File: config.mk
export PLATFORM = sky130hd
export DESIGN_NAME = dpwm_duty_ctrl
export DESIGN_NICKNAME = d
export VERILOG_FILES = /design/src/rtl/dpwm_duty_ctrl.sv
export SDC_FILE = /design/constraint.sdc
export NUM_CORES = 1
export LEC_CHECK = 0
export CORE_ASPECT_RATIO = 1.2
export CORE_MARGIN = 2
export CORE_UTILIZATION = 45
export CTS_CLUSTER_SIZE = 40
export DETAILED_ROUTE_END_ITERATION = 10
export GPL_ROUTABILITY_DRIVEN = 0
export PLACE_DENSITY = 0.6
export SYNTH_ARGS = -nofsm -noshare
export SYNTH_HDL_FRONTEND = slang
export SYNTH_SLANG_ARGS = --single-unit
export TNS_END_PERCENT = 1
File: constraint.sdc
create_clock -name clk -period 5 [get_ports clk]
set_input_delay 1 -clock clk [delete_from_list [all_inputs] [get_ports clk]]
set_output_delay 1 -clock clk [all_outputs]
set_load 0.005 [all_outputs]
File: src/rtl/dpwm_duty_ctrl.sv
// Two-channel button-driven duty controller: sync, debounce and edge-detect four
// buttons, step two saturating duty registers, and drive period-aligned PWM outputs.
module dpwm_duty_ctrl #(
  parameter int W          = 8,
  parameter int STEP       = 16,
  parameter int INIT_DUTY  = 128,
  parameter int DEB_CYCLES = 500000
) (
  input  logic         clk,
  input  logic         rst_n,
  input  logic         PU1,
  input  logic         PD1,
  input  logic         PU2,
  input  logic         PD2,
  output logic [W-1:0] duty1,
  output logic [W-1:0] duty2,
  output logic         pwm1,
  output logic         pwm2
);

  localparam int            CW       = (DEB_CYCLES > 1) ? $clog2(DEB_CYCLES) : 1;
  localparam logic [CW-1:0] DEB_LAST = CW'(DEB_CYCLES - 1);
  localparam logic [W:0]    STEP_X   = (W+1)'(STEP);
  localparam logic [W-1:0]  INIT_V   = W'(INIT_DUTY);
  localparam logic [W-1:0]  TOP      = '1;

  // Button index order: 0=PU1, 1=PD1, 2=PU2, 3=PD2.
  logic [3:0]    raw;
  logic [3:0]    s1;
  logic [3:0]    s2;
  logic [3:0]    stable;
  logic [3:0]    press;
  logic [CW-1:0] deb_cnt [4];

  logic [W-1:0]  cnt;
  logic [W-1:0]  shadow1;
  logic [W-1:0]  shadow2;

  assign raw = {PD2, PU2, PD1, PU1};

  always_ff @(posedge clk or negedge rst_n) begin
    if (!rst_n) begin
      s1 <= '0;
      s2 <= '0;
    end else begin
      s1 <= raw;
      s2 <= s1;
    end
  end

  // press is a one-cycle pulse on an accepted 0->1 change of the stable level.
  always_ff @(posedge clk or negedge rst_n) begin
    if (!rst_n) begin
      stable <= '0;
      press  <= '0;
      for (int i = 0; i < 4; i++) deb_cnt[i] <= '0;
    end else begin
      for (int i = 0; i < 4; i++) begin
        press[i] <= 1'b0;
        if (s2[i] == stable[i]) begin
          deb_cnt[i] <= '0;
        end else if (deb_cnt[i] == DEB_LAST) begin
          stable[i]  <= s2[i];
          deb_cnt[i] <= '0;
          press[i]   <= s2[i];
        end else begin
          deb_cnt[i] <= deb_cnt[i] + 1'b1;
        end
      end
    end
  end

  function automatic logic [W-1:0] next_duty(input logic [W-1:0] d,
                                             input logic up, input logic dn);
    logic [W:0] sum;
    logic [W:0] diff;
    sum       = {1'b0, d} + STEP_X;
    diff      = {1'b0, d} - STEP_X;
    next_duty = d;
    if (up && !dn)      next_duty = sum[W]  ? TOP : sum[W-1:0];
    else if (dn && !up) next_duty = diff[W] ? '0  : diff[W-1:0];
  endfunction

  always_ff @(posedge clk or negedge rst_n) begin
    if (!rst_n) begin
      duty1 <= INIT_V;
      duty2 <= INIT_V;
    end else begin
      duty1 <= next_duty(duty1, press[0], press[1]);
      duty2 <= next_duty(duty2, press[2], press[3]);
    end
  end

  // Shadows latch the pre-edge duty on the last count, so PWM never changes mid-period.
  always_ff @(posedge clk or negedge rst_n) begin
    if (!rst_n) begin
      cnt     <= '0;
      shadow1 <= INIT_V;
      shadow2 <= INIT_V;
      pwm1    <= 1'b0;
      pwm2    <= 1'b0;
    end else begin
      cnt  <= cnt + 1'b1;
      pwm1 <= (cnt < shadow1);
      pwm2 <= (cnt < shadow2);
      if (cnt == TOP) begin
        shadow1 <= duty1;
        shadow2 <= duty2;
      end
    end
  end

endmodule

; ---- Word level (Yosys, flattened, before mapping)
; Cells that the tools add are included.
[totals]
register_bits = 134
in_bits = 6
output_inout_bits = 18
wordCells = 80
[op_classes]
add_sub_neg = 9
order_cmp = 2
n_eq_ne = 9
muxes = 24
bitwise = 4
n_reduce_logical = 14
[op_table]
columns = cell, n
row1 = 19-bit two-way mux, 8
row2 = 19-bit by 1-bit adder with 19-bit output (second input constant), 4
row3 = 19-bit equality test (second input constant), 4
row4 = 8-bit two-way mux, 8
row5 = 8-bit by 5-bit adder with 9-bit output (second input constant), 2
row6 = 8-bit by 5-bit subtractor with 9-bit output (second input constant), 2
row7 = 8-bit less-than comparator, 2
row8 = 8-bit by 1-bit adder with 8-bit output (second input constant), 1
row9 = 8-bit equality test (second input constant), 1
row10 = 1-bit two-way mux, 8
row11 = 2-bit AND reduction, 4
row12 = 1-bit equality test, 4
row13 = 1-bit logical AND, 4
row14 = 1-bit zero test, 4
row15 = 1-bit inverter, 4
row16 = 2-bit nonzero test, 2

; ---- Logic depth before layout (Yosys ltp)
[depth]
depth_word = 4
ltp_mapped = 7
ltp_nobuf = 6

; ---- Worst setup path before layout
; Ideal clock, no wire load.
[synth_timing]
kind = register to register
startpoint = register deb_cnt[0] (netlist name)
endpoint = register deb_cnt[10] (netlist name)
setup_time_ns = 0.121
t_arrival_ns = 1.594
t_required_ns = 4.879
setup_slack_ns = 3.285
stages_incl_launch_ff = 7
n_path_buf = 1
period_less_slack_ns = 1.715
cell_sequence = dfrtp_1 > ha_1 > and4_1 > nand3_1 > o31ai_2 > buf_2 > nor2_1
[synth_via]
elab_chain_cells = 3
word_cells_on_any_way = 4
cone_classes = 1 x add/sub / 1 x eq/ne / 2 x mux
[synth_lines]
columns = element, line
row1 = start: declaration, 33  ; logic [CW-1:0] deb_cnt [4];
row2 = start signal: indexed assignment, 67  ; deb_cnt[i] <= deb_cnt[i] + 1'b1;
row3 = 19-bit by 1-bit adder with 19-bit output / 19-bit equality test (equally long branches), "67, 62"
row4 = 19-bit two-way mux (*), 62  ; end else if (deb_cnt[i] == DEB_LAST) begin
row5 = 19-bit two-way mux (*), 60  ; if (s2[i] == stable[i]) begin
; Mark *: on every way between the ends. The rest lies on a longest branch, timed or not.
; A chain may end at the register's enable or synchronous reset.

; ---- Worst setup path in the final report
[layout_timing]
startpoint = register duty1[7]
endpoint = output duty1[7]
[layout_rtl]
columns = element, line
row1 = start: declaration, 15  ; output logic [W-1:0] duty1,
row2 = start signal: assignment, 89  ; duty1 <= next_duty(duty1, press[0], press[1]);
; No word-level cell between the ends.

==> out/qor.csv <==
metric,value,unit
yosys.area.top_type,dfrtp_1,
cap_viol_max_count,0,
drive_gt1_frac,0.09488,
area_growth_syn_to_layout,16.22,%
clock_tree.root_cell,clkbuf_16,
syn_nets,658,
wl_per_cell,14.16,µm
dieHeight,133.2,µm
drv_slew,0,
cts_tree,done,
fin_setup_tns,0,ns
avgSynthCellArea,9.988,µm²
grt_overflow,0,
post_cts_buffers,0,
dr.pass1.iters,4,
p_total,2.452,mW
cts_resized,0,
p_leak,2.913,nW
netlist_area,6262,µm²
critPathMaxFanout,13,
synth_seq_cells,122,
dpl.hpwl,8162,µm
hold_path_depth,0,
status,"complete, no violations",
synth_area_leaders,"dfrtp_1 47%, xnor2_1 7.4%, ha_1 5.0%, nor2_1 4.9%, nand3_1 2.9%",
fin_crit,2.644,ns
crit_buf_inv,1,
path_depth,1,
hold_end,s2[3],
r2r-start,deb_cnt[0],
die-area,14880,µm²
use_met2,0.2805,
initial_core_util,0.4570,
r2r_end,deb_cnt[6],
cts.sinks,122,
synth_top_area_frac,0.4715,
core-area,13700,µm²
antenna_found_initial,0,
p_per_area,336.9,nW/µm²
cp_top_family,flip-flops,
wirelength,11820,µm
vias,4600,
io_buffers,23,
rr_worst_depth,5,
hp-class,reg2reg,
skew,0.003634,ns
hold_path.startpoint,s1[3],
required,4.00,ns
crit_chain,clkdlybuf4s50_1,
finalSetupViolations,0,
drtIter0Drc,183,
rsz0062_at_grt,no,
cp-start-kind,register,
endpoint_kind,primary output,
final_nets,682,
grt_use_met1,0.2171,
period_share,0.5289,
cts_max_level,4,
slowest_delay,0.65,ns
max_slew.worst_pin.slew,1.124,ns
clock_latency,0.42,ns
grtUsageMet3,0.05050,
drc,0,
ys_types,56,
cpMaxStageDelayCell,dfstp_2,
cp.arrival,1.64,ns
regToRegSetupSlack,2.77,ns
n_antenna_cell,0,
ys_async_sr_fraction,1.000,
synth-seq-area-share,0.4883,
grt_busiest_layer,met2,
fmax,378.1,MHz
synth_edf_count,0,
first_global_vias,4634,
io_pins,24,
die_x,111.7,µm
synthFlopType,dfrtp_1,
num_rows,47,
yosysWarnings,0,
cts_buffers,17,
clockBufferDepth,2,
ir_drop,219.7,µV
relSlewSlack,0.2462,
grt_pass1_wl,21090,µm
grt_max_degree,58,
drtAntennaViolNets,0,
viasPerCell,5.509,
clk_pin_slew,0.06,ns
hold_ws,0.3456,ns
hold_violations,0,
cts_hold_buffers,0,
grtUsageTotal,0.1731,
synthCells,627,
crit_type,reg2out,
-- metrics by stage --
stage	utilization	cell area (µm²)	setup slack [ns]	cells
6_report	0.5312	7278	2.356	835
5_1_grt	0.5312	7278	2.262	835
4_1_cts	0.5312	7278	2.331	835
3_5_place_dp	0.4821	6605	2.747	803
3_3_place_gp	0.4821	6605	2.799	803
2_1_floorplan	-	6262	3.285	627
-- placed cells by master, fill, tap and decap left out, types with 4 or more instances in the layout --
cell             Yosys  final
a21o_1               5      5
a21oi_1             13     13
a221oi_1             4      4
and3_1               7      7
bufinv_16            0      6
clkbuf_16            0     17
clkdlybuf4s50_1      0     22
dfrtp_1            118    118
dfstp_2              4      4
ha_1                25     25
inv_1               33     33
mux2_2               9      9
mux2i_1             10     10
nand2_1             40     40
nand2b_1             6      6
nand3_1             36     36
nand4_1             25     25
nor2_1              81     81
nor3_1              21     21
nor4_1              27     27
o21ai_0             15     15
or3_1                5      5
xnor2_1             53     53
xor2_1              14     14
-- flip-flops by register name (all words and copies together), names as in the netlist --
signal and cells:
cnt 8, deb_cnt 76, duty1 5, duty2 5, press 4, pwm1 1, pwm2 1, s1 4
s2 4, shadow1 5, shadow2 5, stable 4
-- worst max-delay path by stage --
stage / start / endpoint / slack (ns)
after floorplan: deb_cnt[0] / deb_cnt[10] / 3.28
after global placement: duty1[7] / duty1[7] / 2.80
after detailed placement: deb_cnt[0] / deb_cnt[15] / 2.75
after CTS: duty1[7] / duty1[7] / 2.33
after global routing: duty1[7] / duty1[7] / 2.26
final: duty1[7] / duty1[7] / 2.36
-- kinds of logic after synthesis --
| group | Yosys count | synth area share |
|---|---|---|
| buffers and inverters | 53 | 0.03796 |
| and+or+nand+nor | 283 | 0.2372 |
| muxes | 19 | 0.03217 |
| adders and majority gates | 25 | 0.04995 |
| xor gates and xnor gates | 67 | 0.09371 |
| DFF | 122 | 0.4883 |
| AOI/OAI and AO/OA | 58 | 0.06074 |
-- metal layers --
| layer | vias to the layer above | share of wire | wire [µm] |
|---|---|---|---|
| met5 | - | 0 | 0 |
| met4 | 0 | 0.019 | 225 |
| met3 | 20 | 0.037 | 433 |
| met2 | 75 | 0.49 | 5772 |
| met1 | 2244 | 0.46 | 5389 |
| li1 | 2261 | - | - |
-- where the power goes --
group          leakage, nW  total (mW)  switching [mW]  internal, mW
registers             1.65        1.01          0.0109         0.999
logic                0.945      0.0492          0.0356        0.0136
clock network        0.321        1.39           0.455         0.938
-- cell usage after synthesis, drive strengths merged, types with 13 or more instances --
cell,count
a21oi,13
o21ai,17
nand4,28
ha,25
nor3,21
inv,33
xnor2,53
dfrtp,118
nand3,36
nand2,40
xor2,14
nor4,30
buf,14
nor2,82
-- cell type report --
class,instances,area (µm²)
well taps,171,214.0
clock inverters,14,244.0
clock buffers,18,429.2
inverters,33,123.9
multi-input cells,452,2967
repair buffers,25,242.7
flip-flops and latches,122,3058
fillers,1198,6424
(Power assumes the default switching activity.)
